**src/rtl/fifo_pkg.sv**
```systemverilog
// Shared types and helpers for the single-clock FIFO address/flag controller.
package fifo_pkg;

  // Registered status flags. All of them update on the same edge as the level.
  typedef struct packed {
    logic full;
    logic empty;
    logic almost_full;
    logic almost_empty;
    logic overflow;
    logic underflow;
  } fifo_flags_t;

  // Flag values after reset or flush. almost_empty is 1 because the lowest
  // legal threshold is 0. almost_full is 0 because the lowest legal threshold is 1.
  localparam fifo_flags_t FLAGS_RESET = '{
    full:         1'b0,
    empty:        1'b1,
    almost_full:  1'b0,
    almost_empty: 1'b1,
    overflow:     1'b0,
    underflow:    1'b0
  };

  // Occupancy update, done in 32 bits so the caller truncates once.
  // The callers guarantee that level never goes below 0 or above DEPTH.
  function automatic int unsigned next_level(input int unsigned level,
                                             input logic        wr_ok,
                                             input logic        rd_ok);
    return level + 32'(wr_ok) - 32'(rd_ok);
  endfunction

endpackage

```
**src/rtl/fifo_ptr_wrap.sv**
```systemverilog
// Wrapping address counter: it counts 0..DEPTH-1 and then returns to 0.
// It works for any DEPTH, not only powers of two.
module fifo_ptr_wrap #(
  parameter int WIDTH = 8,
  parameter int DEPTH = 2**WIDTH
) (
  input  logic             CLK,
  input  logic             RST_N,
  input  logic             CLR,
  input  logic             INCR,
  output logic [WIDTH-1:0] ADDR
);

  localparam logic [WIDTH-1:0] LAST = WIDTH'(DEPTH - 1);

  if (WIDTH < 1) begin : g_bad_width
    $error("fifo_ptr_wrap: WIDTH must be at least 1");
  end
  if (DEPTH < 2 || DEPTH > 2**WIDTH) begin : g_bad_depth
    $error("fifo_ptr_wrap: DEPTH must be in 2..2**WIDTH");
  end

  // The address register. A flush takes priority over an increment.
  always_ff @(posedge CLK or negedge RST_N) begin
    if (!RST_N) begin
      ADDR <= '0;
    end else if (CLR) begin
      ADDR <= '0;
    end else if (INCR) begin
      ADDR <= (ADDR == LAST) ? '0 : ADDR + 1'b1;
    end
  end

endmodule

```
**src/rtl/fifo_addr_ctrl_sync.sv**
```systemverilog
// Single-clock FIFO controller. It drives the write and read addresses of an
// external dual-port RAM. It also keeps the fill level, the threshold flags
// and the sticky error flags.
//
// Handshake: WEN and REN are requests. A request is taken on the rising edge
// only when the registered FULL or EMPTY flag allows it: a write is taken when
// WEN=1 and FULL=0, and a read is taken when REN=1 and EMPTY=0. A request that
// is refused has no effect except to set OVERFLOW or UNDERFLOW. CLR overrides
// both requests.
module fifo_addr_ctrl_sync
  import fifo_pkg::*;
#(
  parameter int ADDR_WIDTH    = 8,
  parameter int DEPTH         = 2**ADDR_WIDTH,
  parameter int AFULL_THRESH  = DEPTH - 1,
  parameter int AEMPTY_THRESH = 1
) (
  input  logic                  CLK,
  input  logic                  RST_N,
  input  logic                  WEN,
  input  logic                  REN,
  input  logic                  CLR,
  output logic [ADDR_WIDTH-1:0] W_ADDR,
  output logic [ADDR_WIDTH-1:0] R_ADDR,
  output logic [ADDR_WIDTH:0]   LEVEL,
  output logic                  FULL,
  output logic                  EMPTY,
  output logic                  ALMOST_FULL,
  output logic                  ALMOST_EMPTY,
  output logic                  OVERFLOW,
  output logic                  UNDERFLOW
);

  localparam int LVL_W = ADDR_WIDTH + 1;
  localparam logic [LVL_W-1:0] DEPTH_L  = LVL_W'(DEPTH);
  localparam logic [LVL_W-1:0] AFULL_L  = LVL_W'(AFULL_THRESH);
  localparam logic [LVL_W-1:0] AEMPTY_L = LVL_W'(AEMPTY_THRESH);

  if (ADDR_WIDTH < 1) begin : g_bad_aw
    $error("fifo_addr_ctrl_sync: ADDR_WIDTH must be at least 1");
  end
  if (DEPTH < 2 || DEPTH > 2**ADDR_WIDTH) begin : g_bad_depth
    $error("fifo_addr_ctrl_sync: DEPTH must be in 2..2**ADDR_WIDTH");
  end
  if (AFULL_THRESH < 1 || AFULL_THRESH > DEPTH) begin : g_bad_afull
    $error("fifo_addr_ctrl_sync: AFULL_THRESH must be in 1..DEPTH");
  end
  if (AEMPTY_THRESH < 0 || AEMPTY_THRESH > DEPTH - 1) begin : g_bad_aempty
    $error("fifo_addr_ctrl_sync: AEMPTY_THRESH must be in 0..DEPTH-1");
  end

  fifo_flags_t      flags_q;
  fifo_flags_t      flags_d;
  logic [LVL_W-1:0] level_q;
  logic [LVL_W-1:0] level_d;
  logic             wr_ok;
  logic             rd_ok;

  // Decide which requests are taken. This uses only the registered flags,
  // so a write cannot pass through when FULL and a read cannot pass through when EMPTY.
  always_comb begin
    wr_ok = WEN & ~flags_q.full  & ~CLR;
    rd_ok = REN & ~flags_q.empty & ~CLR;
  end

  // Next level and next flags. All flags come from the next level, never from
  // the pointers, so they stay correct when DEPTH is not a power of two.
  always_comb begin
    level_d = '0;
    flags_d = FLAGS_RESET;
    if (!CLR) begin
      level_d              = LVL_W'(next_level(32'(level_q), wr_ok, rd_ok));
      flags_d.full         = (level_d == DEPTH_L);
      flags_d.empty        = (level_d == '0);
      flags_d.almost_full  = (level_d >= AFULL_L);
      flags_d.almost_empty = (level_d <= AEMPTY_L);
      flags_d.overflow     = flags_q.overflow  | (WEN & flags_q.full);
      flags_d.underflow    = flags_q.underflow | (REN & flags_q.empty);
    end
  end

  // Level and flag registers. They share one edge so they always agree.
  always_ff @(posedge CLK or negedge RST_N) begin
    if (!RST_N) begin
      level_q <= '0;
      flags_q <= FLAGS_RESET;
    end else begin
      level_q <= level_d;
      flags_q <= flags_d;
    end
  end

  fifo_ptr_wrap #(
    .WIDTH (ADDR_WIDTH),
    .DEPTH (DEPTH)
  ) u_wr_ptr (
    .CLK   (CLK),
    .RST_N (RST_N),
    .CLR   (CLR),
    .INCR  (wr_ok),
    .ADDR  (W_ADDR)
  );

  fifo_ptr_wrap #(
    .WIDTH (ADDR_WIDTH),
    .DEPTH (DEPTH)
  ) u_rd_ptr (
    .CLK   (CLK),
    .RST_N (RST_N),
    .CLR   (CLR),
    .INCR  (rd_ok),
    .ADDR  (R_ADDR)
  );

  // Drive the output ports from the registered state.
  always_comb begin
    LEVEL        = level_q;
    FULL         = flags_q.full;
    EMPTY        = flags_q.empty;
    ALMOST_FULL  = flags_q.almost_full;
    ALMOST_EMPTY = flags_q.almost_empty;
    OVERFLOW     = flags_q.overflow;
    UNDERFLOW    = flags_q.underflow;
  end

endmodule

```
**config.mk**
```make
export PLATFORM = sky130hd
export DESIGN_NAME = fifo_addr_ctrl_sync
export DESIGN_NICKNAME = d
export VERILOG_FILES = /design/src/rtl/fifo_pkg.sv /design/src/rtl/fifo_ptr_wrap.sv /design/src/rtl/fifo_addr_ctrl_sync.sv
export SDC_FILE = /design/constraint.sdc
export NUM_CORES = 1
export LEC_CHECK = 0
export ABC_AREA = 1
export ABC_CLOCK_PERIOD_IN_PS = 4830
export BUFFER_PORTS_ARGS = -buffer_cell sky130_fd_sc_hd__buf_2
export CORE_AREA = 10 10 70 72
export CTS_CLUSTER_DIAMETER = 40
export CTS_CLUSTER_SIZE = 40
export DETAILED_ROUTE_END_ITERATION = 7
export DIE_AREA = 0 0 80 82
export HOLD_SLACK_MARGIN = 0.15
export PLACE_DENSITY = 0.77
export SYNTH_ARGS = -nofsm -noshare
export SYNTH_HDL_FRONTEND = slang
export SYNTH_SLANG_ARGS = --single-unit
```
**constraint.sdc**
```tcl
create_clock -name CLK -period 4.83 [get_ports CLK]
set_input_delay 0.966 -clock CLK [delete_from_list [all_inputs] [get_ports CLK]]
set_output_delay 0.966 -clock CLK [all_outputs]
set_load 0.1 [all_outputs]
```
==> results of run 1 <==
report_power, final:
part / total [mW] / leakage [nW] / switching, mW / internal [mW]
Clock: 0.215 / 0.0482 / 0.0925 / 0.122
Sequential: 0.320 / 0.414 / 0.0236 / 0.296
Combinational: 0.871 / 0.753 / 0.652 / 0.219
Total: 1.41 / 1.22 / 0.768 / 0.638
area by class of cell:
class / instances / area (um^2) / share of cell area (%)
Multi-Input combinational cell: 169 / 925 / 41.9
Clock buffer: 6 / 51.3 / 2.32
Timing Repair Buffer: 35 / 175 / 7.93
Sequential cell: 31 / 778 / 35.2
Inverter: 49 / 184 / 8.33
Clock inverter: 2 / 35.0 / 1.59
Tap cell: 48 / 60.1 / 2.72
metrics by stage:
step | setup WS [ns] | hold WS, ns
after detailed placement | 1.52 | 0.493
after global routing | 1.61 | 0.549
after floorplan | 1.92 | 0.670
after global placement | 1.57 | 0.481
final | 1.86 | 0.508
after CTS | 1.87 | 0.517
per-layer routing:
metal / share of wire (%) / global-route usage (%)
met1: 44 / 17.0
met2: 48 / 23.4
met5: 0 / 0
met4: 1.0 / 4.75
met3: 6.7 / 3.82
cell families (layout without fill, tap and decap cells):
logic type	Yosys count	after routing	share of synthesized area, %
buf+inv	50	92	9.93
flops	31	31	41.2
simple gates	120	120	29.6
xor+xnor	4	4	1.85
compound gates	33	33	9.13
fa+ha+maj	12	12	8.34
cell usage after synthesis:
cell      number  area [um^2]
nor2_1        19         71.3
nand4_2        1         12.5
a21oi_2        1         8.76
nor3b_1        1         7.51
dfrtp_1       29          726
o22ai_1        2         12.5
xor2_1         2         17.5
dfstp_2        2         52.6
fa_1           1         20.0
nor3_4         1         16.3
clkbuf_1       1         3.75
clkinv_1       2         7.51
nand3_1       21          105
nor3_1         3         15.0
o21ai_0       11         55.1
xnor2_1        2         17.5
ha_1          11          138
nor2_4         1         11.3
nand4_1        6         37.5
nand3_2        1         10.0
a31oi_1        1         6.26
a21oi_1       11         55.1
inv_2          2         7.51
nand2_2        4         25.0
o21ai_1        7         35.0
nand2_1       56          210
nor2_2         4         25.0
inv_1         45          169
or2_1          2         12.5
worst min path at each step:
stage	startpoint	end	slack, ns	depth (start not counted)
after global placement	UNDERFLOW	UNDERFLOW	0.48	2
after CTS	UNDERFLOW	UNDERFLOW	0.52	2
after detailed placement	UNDERFLOW	UNDERFLOW	0.49	2
after global routing	OVERFLOW	OVERFLOW	0.55	2
after floorplan	RST_N	ALMOST_FULL	0.67	0
final	UNDERFLOW	UNDERFLOW	0.51	2
worst max-delay path, stage by stage:
cell     delay (ns)
buf_2          0.24
inv_2          0.14
nand2_1        0.13
ha_1           0.23
inv_1          0.05
ha_1           0.15
inv_1          0.06
fa_1           0.38
inv_1          0.06
nand2_1        0.06
nand2_1        0.10
nand3_1        0.10
nand2_1        0.07
nand2_1        0.06
nand2_1        0.15
nand4_1        0.11
o21ai_1        0.15
==> impl_results.md, run 1 <==
- Net total in the final layout: 308
- Final Util: 61.7%
- Non-filler cells in the finished layout: 340
- Remaining DRCs: 0
- Reg2reg start: EMPTY
- Total Neg Setup Slack: 0 ns
- Synth Warn #: 0
- Netlist cell types: 29
- Area Growth Syn to Fin: 16.8%
- Max-Cap Viols: 0
- ANT cells: 0
- CTS Buf Count: 5
- DRT iter0 DRCs: 135
- Vias per std cell: 5.05
- Die ar.: 6560 um^2
- Placed cells: 332
- Vias in the first global route: 1723
- Post-Syn Nets: 267
- Crit start category: input pin
- Seq/Total Area, Yosys: 41.2%
- Mapped Avg Cell Area: 7.56 um^2
- Worst EP required: 5.09 ns
- Drt pass-1 iters: 6
- Total GRT Usage: 14.0%
- Largest net degree at the start of global routing: 32
- Port Buffers: 35
- Slew Limit Headroom: 55.0%
- Routed WL: 4.16 mm
- Max Freq: 337 MHz
- Clk slew on worst S/H paths: 0.10 ns
- Mapped Area: 1890 um^2
- Post-route cell area: 2210 um^2
- Post-cts hold buffer count: 0
- Final setup fails: 0
- Worst setup path class: input pin to register
- Min-Delay Path Class: register to register
- Worst Tran Pin Value: 0.675 ns
- RSZ-0062 raised after global routing: no
- Crit. Startpoint: CLR
- Worst Skew: 0.0119 ns
- Post_cts resized: 0
- CTS Root Buffer Type: clkbuf_4
- Initial Util: 52.8%
- Fill count: 359
- Chip width: 80 um
- Max Slew Vio Count: 0
- CTS H-tree lvls: 2
- Antenna violations before repair: 0
- Syn Inst Count: 250
- Post-layout min period: 2.97 ns
- Final Power: 1.41 mW
- Status: finished, final reports clean
- Grt ovf: 0
- CTS tree: built
- Antenna-violating nets left: 0
- Clk Latency, worst-skew pair: 0.34 ns
- Flop-to-flop setup slack: 2.17 ns
- DP Area: 2120 um^2
- CP max FO: 14
- Max reg flops: 9
- # Post-CTS Setup Buffers: 0
- Pwr per Cell Area: 637 nW/um^2
- Row Count: 22
- Final hold viol count: 0
- DP Wirelength: 3.22 mm
- Arrival @ worst endpoint: 3.22 ns
- Clock tree buffer depth: 2
- WL per Instance: 12.2 um
- Crit end category: register
- Length in cells of the worst reg-to-reg path: 17
- First-pass GRT wire length: 7.52 mm
- Leak pwr: 1.22 nW
- Vias: 1716
- Die Y: 82 um
- Share of layout cells above drive strength 1: 20.5%
- Area of the core: 3580 um^2
- Commonest non-fill, non-tap cell in the layout: nand2_1
- RD Place Congestion: 0.818
- Clock sink count: 31
- Most frequent cells in the layout: nand2_1 (56), inv_1 (45), buf_2 (35), dfrtp_1 (29), nand3_1 (21)
- Maximum VDD drop: 0.000284 V
- R2r endpoint: ALMOST_FULL
- Setup crit end: ALMOST_FULL
- Period utilization: 61.4%
- #FFs+latches synth: 31
- Io pins: 36
Note: power is estimated with default switching activity, not from simulation.
==> run 2, diff against run 1 <==
- ABC_CLOCK_PERIOD_IN_PS: 4830 -> 2500
- CORE_AREA: 10 10 70 72 -> 10 10 73 75
- DIE_AREA: 0 0 80 82 -> 0 0 83 85
- PLACE_DENSITY: 0.77 -> 0.74
- clock period: 4.83 -> 2.5 ns (I/O delays scaled with it)
==> run 2 against run 1 <==
Total power increased by 100%; global-route usage decreased by 1.2 points; cell count increased by 5.3%; sequential share of layout area fell by 2.5 points; utilization down 0.62 points; register-to-register slack got worse by 2.1 ns; critical path type is now register to register; largest cell class unchanged; largest power group unchanged.
==> impl_results.md, run 2 (same netlist as run 1, synthesis figures left out) <==
- Vias: 1753 (+2.2%)
- Post-layout min period: 2.44 ns
- Area of the core: 3910 um^2 (+9.4%)
- Max reg flops: 9 (unchanged)
- Slowest stage delay, CP: 0.61 ns (+0.23 ns)
- Row Count: 23 (+4.5%)
- Largest net degree at the start of global routing: 32 (unchanged)
- Final hold viol count: 0 (unchanged)
- Clock tree buffer depth: 2 (unchanged)
- Total Neg Setup Slack: 0 ns (unchanged)
- Min-Delay Path Class: input pin to asynchronous set/reset pin
- Placed cells: 345 (+3.9%)
- Length in cells of the worst reg-to-reg path: 16 (-1)
- RSZ-0062 raised after global routing: yes
- Non-filler cells in the finished layout: 358 (+5.3%)
- Total GRT Usage: 12.8% (-1.2 points)
- Worst Tran Pin Value: 0.671 ns (-0.00378 ns)
- Max Slew Vio Count: 0 (unchanged)
- Antenna violations before repair: 0 (unchanged)
- Post-route cell area: 2390 um^2 (+8.3%)
- Worst setup path class: register to register
- CP cell instances: nor2_2 -> inv_2 -> nor2_4 -> ha_4 -> inv_2 -> ha_4 -> inv_2 -> fa_2 -> inv_2 -> nand2_2 -> nand2_2 -> nand2_2 -> or2_1 -> nand2_2 -> nand4_1 -> o21ai_1
- Arrival @ worst endpoint: 2.64 ns (-0.58 ns)
- Drt pass-1 iters: 4 (-2)
- Die ar.: 7060 um^2 (+7.5%)
- CP max FO: 3 (-11)
- Clock sink count: 31 (unchanged)
- R2r endpoint: ALMOST_FULL
- Flop-to-flop setup slack: 0.06 ns (-2.11 ns)
- Period utilization: 97.5%
- Vias in the first global route: 1779 (+3.3%)
- Clk Latency, worst-skew pair: 0.28 ns (-0.06 ns)
- Worst Skew: 0.00677 ns (-0.00510 ns)
- Slew Limit Headroom: 55.2% (+0.25 points)
- Io pins: 36 (unchanged)
- Final setup fails: 0 (unchanged)
- Final Power: 2.83 mW (+100%)
- First-pass GRT wire length: 7.67 mm (+1.9%)
- Slowest cell on crit path: dfstp_4
- Most frequent cells in the layout: nand2_1 (48), inv_1 (41), buf_2 (35), dfrtp_1 (28), nand3_1 (21)
- Area Growth Syn to Fin: 26.5%
- DP Wirelength: 3.40 mm (+5.6%)
- Grt ovf: 0 (unchanged)
- CTS tree: built
- Worst EP required: 2.70 ns (-2.39 ns)
- DRT iter0 DRCs: 97 (-28%)
- Remaining DRCs: 0 (unchanged)
- Reg2reg start: EMPTY
- Status: finished, final reports clean
- Leak pwr: 1.29 nW (+5.8%)
- Pwr per Cell Area: 1180 nW/um^2 (+86%)
- Antenna-violating nets left: 0 (unchanged)
- Crit end category: register
- Commonest non-fill, non-tap cell in the layout: nand2_1
- Share of layout cells above drive strength 1: 29.5% (+9.0 points)
- Port Buffers: 35 (unchanged)
- Maximum VDD drop: 0.000526 V (+85%)
- Max-Cap Viols: 0 (unchanged)
- WL per Instance: 12.3 um (+0.65%)
- ANT cells: 0 (unchanged)
- RD Place Congestion: 0.870 (+6.3%)
- Post-cts hold buffer count: 0 (unchanged)
- Hold_ws: 0.253 ns (-0.255 ns)
- Chip width: 83 um (+3.8%)
- CTS Root Buffer Type: clkbuf_8
- CTS H-tree lvls: 2 (unchanged)
- CTS Buf Count: 5 (unchanged)
- Initial Util: 48.3% (-4.5 points)
- Max Freq: 410 MHz
- Net total in the final layout: 324 (+5.2%)
- Crit start category: register
- Die Y: 85 um (+3.7%)
- DP Area: 2210 um^2 (+4.4%)
- Routed WL: 4.41 mm (+6.0%)
- Clk slew on worst S/H paths: 0.06 ns (-0.04 ns)
- Vias per std cell: 4.90 (-3.0%)
-- run 2: changes by cell type in the layout (fill, tap and decap cells not counted), sizes merged --
| cell | previous run | this run |
|---|---|---|
| buf | 35 | 51 |
| bufinv | 1 | 0 |
| clkbuf | 6 | 7 |
-- run 2: worst max path at each step --
| stage | start | to | slack, ns | cells past startpoint |
|---|---|---|---|---|
| 2_1_floorplan | EMPTY | ALMOST_FULL | -0.17 | 16 |
| 3_3_place_gp | REN | ALMOST_FULL | -0.09 | 18 |
| 3_5_place_dp | REN | ALMOST_FULL | -0.14 | 18 |
| 4_1_cts | EMPTY | ALMOST_FULL | -0.04 | 16 |
| 5_1_grt | EMPTY | ALMOST_EMPTY | -0.08 | 18 |
| 6_report | EMPTY | ALMOST_FULL | 0.06 | 16 |
-- run 2: worst max-delay path, delay by kind of cell (launching register included) --
family,cells,cell delay (ns)
flip-flops,1,0.61
AND/OR/NAND/NOR,8,0.69
adder cells (fa/ha/maj),3,0.69
AO/OA/AOI/OAI,1,0.14
buffers and inverters,4,0.22
-- run 2: area by class of cell --
type | instances | area [um^2]
clock buffer | 7 | 76.3
clock inverter | 1 | 5.00
fill | 377 | 1520
inverter | 49 | 184
multi-input combinational | 169 | 985
sequential | 31 | 783
tap | 50 | 62.6
timing repair buffer | 51 | 295
-- run 2: repair_timing --
item | 4_1_cts | 5_1_grt
pin swaps | 3 | 13
cloned | 0 | 0
gates resized for setup | 6 | 12
buffers inserted | 1 | 4
setup endpoints to repair | 4 | 7
-- run 2: report_power, final --
group          switching (mW)  internal (mW)  total [mW]
registers              0.0479          0.575       0.623
logic                    1.33          0.512        1.84
clock network           0.171          0.195       0.366
total                    1.55           1.28        2.83
-- run 2: layer usage --
layer / vias to the layer above / global-route usage [%] / wire [um]
li1: 915 / - / -
met1: 797 / 13.9 / 1960
met2: 32 / 22.6 / 2200
met3: 9 / 3.92 / 168
met4: 0 / 5.11 / 82
met5: - / 0 / 0
-- run 2: stage by stage --
stage          utilization, %  worst slack (ns)
2_1_floorplan               -            -0.168
5_1_grt                  61.1           -0.0803
3_3_place_gp             56.6           -0.0937
4_1_cts                  59.1           -0.0387
6_report                 61.1            0.0632
3_5_place_dp             56.6            -0.138
==> run 3, diff against run 2 <==
==> constraint.sdc (replaced) <==
create_clock -name CLK -period 2.5 [get_ports CLK]
set_input_delay 0.5 -clock CLK [delete_from_list [all_inputs] [get_ports CLK]]
set_output_delay 0.5 -clock CLK [all_outputs]
set_load 0.01 [all_outputs]
==> run 3 against run 2 <==
Via count up 3.5%; fmax is 3.9% lower; sequential share of layout area down 0.79 points; clock skew is 0.0067 ns higher; highest routed layer unchanged; the flow now finishes with violations (negative setup slack); die area stayed put.
==> impl_results.md, run 3 (same netlist as run 1, synthesis figures left out) <==
- Drt pass-1 iters: 4 (unchanged)
- ANT cells: 0 (unchanged)
- Maximum VDD drop: 0.000526 V (about the same)
- Slowest stage delay, CP: 0.54 ns (-0.07 ns)
- Max-Cap Viols: 0 (unchanged)
- Largest net degree at the start of global routing: 32 (unchanged)
- Final setup fails: 2 (+2)
- Worst EP required: 2.71 ns (about the same)
- Port Buffers: 35 (unchanged)
- Worst Slack Setup Final: -0.0353 ns (-0.0985 ns)
- Share of layout cells above drive strength 1: 30.6% (+1.0 points)
- Most frequent cells in the layout: nand2_1 (49), inv_1 (42), buf_2 (35), dfrtp_1 (29), buf_4 (22)
- Clk Latency, worst-skew pair: 0.29 ns (about the same)
- CTS Buf Count: 5 (unchanged)
- Area of the core: 3910 um^2 (unchanged)
- CP top delay family: simple AND/OR/NAND/NOR gates
- Crit end category: register
- Clk slew on worst S/H paths: 0.08 ns (+0.02 ns)
- Slowest cell on crit path: dfstp_2
- RSZ-0062 raised after global routing: yes
- Worst Skew: 0.0134 ns (+0.00667 ns)
- Placed cells: 342 (-0.87%)
- Worst setup path class: register to register
- Area Growth Syn to Fin: 28.8%
- Non-filler cells in the finished layout: 364 (+1.7%)
- Pwr per Cell Area: 1030 nW/um^2 (-13%)
- Routed WL: 4.83 mm (+9.4%)
- Total GRT Usage: 13.9% (+1.2 points)
- Leak pwr: 1.33 nW (+3.2%)
- Clock tree buffer depth: 2 (unchanged)
- Fill count: 354 (-6.1%)
- Failing checks: negative setup slack
- Antenna violations before repair: 0 (unchanged)
- Chip width: 83 um (unchanged)
- Post-layout min period: 2.54 ns (+0.0985 ns)
- Arrival @ worst endpoint: 2.75 ns (+0.11 ns)
- DRT iter0 DRCs: 101 (+4.1%)
- Vias per std cell: 4.98 (+1.8%)
- Die Y: 85 um (unchanged)
- DP Wirelength: 3.38 mm (-0.59%)
- RD Place Congestion: 0.822 (-5.5%)
- Slew Limit Headroom: 54.2% (-1.0 points)
- Antenna-violating nets left: 0 (unchanged)
- Final hold viol count: 0 (unchanged)
- Status: finished with violations
- Clock sink count: 31 (unchanged)
- Remaining DRCs: 0 (unchanged)
- CP cell instances: nor2_1 -> inv_1 -> nor2_2 -> ha_1 -> inv_1 -> ha_2 -> inv_2 -> fa_2 -> inv_2 -> nand2_2 -> nand2_2 -> nand4_1 -> nand2_1 -> nand2_1 -> nand2_2 -> nand2_2 -> nor2_2
- Row Count: 23 (unchanged)
- Grt ovf: 0 (unchanged)
- CTS H-tree lvls: 2 (unchanged)
- Vias: 1814 (+3.5%)
- Period utilization: 101% (+3.9 points)
- Net total in the final layout: 330 (+1.9%)
- CTS Root Buffer Type: clkbuf_8
- Max Freq: 394 MHz (-3.9%)
- Final Power: 2.51 mW (-11%)
- Crit start category: register
- Die ar.: 7060 um^2 (unchanged)
- Io pins: 36 (unchanged)
- Commonest non-fill, non-tap cell in the layout: nand2_1
- Initial Util: 48.3% (unchanged)
- Max reg flops: 9 (unchanged)
- Min-Delay Path Class: input pin to asynchronous set/reset pin
- Worst Tran Pin Value: 0.686 ns (+0.0151 ns)
- Max Slew Vio Count: 0 (unchanged)
- First-pass GRT wire length: 8.33 mm (+8.6%)
- Cell mode on critical path: nand2_2
- CP Buf/Inv Count: 4 (unchanged)
- WL per Instance: 13.3 um (+7.6%)
- CTS tree: built
- Vias in the first global route: 1833 (+3.0%)
- CP max FO: 3 (unchanged)
run 3: cell count changes in the layout (fill, tap and decap cells not counted), sizes merged:
cell and delta:
buf +6, bufinv +1, clkbuf -1
run 3: final timing paths:
kind                       depth (start not counted)     endpoint  slack, ns      start
setup / recovery                                  17         FULL      -0.04      EMPTY
hold / removal                                     1    UNDERFLOW       0.24      RST_N
setup reg to reg                                  17         FULL      -0.04      EMPTY
hold reg to reg                                    2    UNDERFLOW       0.50  UNDERFLOW
max in group asynchronous                          1  ALMOST_FULL       1.81      RST_N
min in group CLK                                   3    UNDERFLOW       0.45        REN
run 3: metrics by stage:
step	util [%]	worst slack (ns)	area, um^2	TNS, ns	hold WS, ns
finish	62.2	-0.0353	2430	-0.0387	0.244
global route	62.2	-0.154	2430	-0.741	0.304
CTS	61.6	-0.0163	2410	-0.0163	0.279
detailed placement	55.8	-0.189	2180	-0.770	0.484
global placement	55.8	-0.150	2180	-0.450	0.472
floorplan	-	0.0654	1890	0	0.204
run 3: report_power, final:
group / leakage [nW] / internal (mW) / switching [mW] / total [mW]
registers: 0.414 / 0.573 / 0.0476 / 0.621
logic: 0.852 / 0.495 / 0.874 / 1.37
clock network: 0.0612 / 0.322 / 0.202 / 0.525
run 3: layout make-up:
cell class / instances / area (um^2) / share of cell area, %
clock buffers: 6 / 82.6 / 3.39
well taps: 50 / 62.6 / 2.57
multi-input cells: 169 / 952 / 39.1
clock inverters: 2 / 35.0 / 1.44
flip-flops and latches: 31 / 778 / 32.0
inverters: 49 / 184 / 7.55
repair buffers: 57 / 340 / 14.0
run 3: per-layer routing:
layer | up-vias | GRT usage (%) | wire length, um
li1 | 916 | - | -
met1 | 844 | 16.8 | 2210
met2 | 48 | 22.9 | 2340
met3 | 6 | 3.92 | 209
met4 | 0 | 5.57 | 69
met5 | - | 0 | 0
run 3: repair_timing:
item | CTS | global route
gates resized for setup | 7 | 7
cloned | 0 | 0
buffers inserted | 13 | 1
pin swaps | 5 | 7
setup endpoints to repair | 5 | 7
hold buffers | 0 | 0
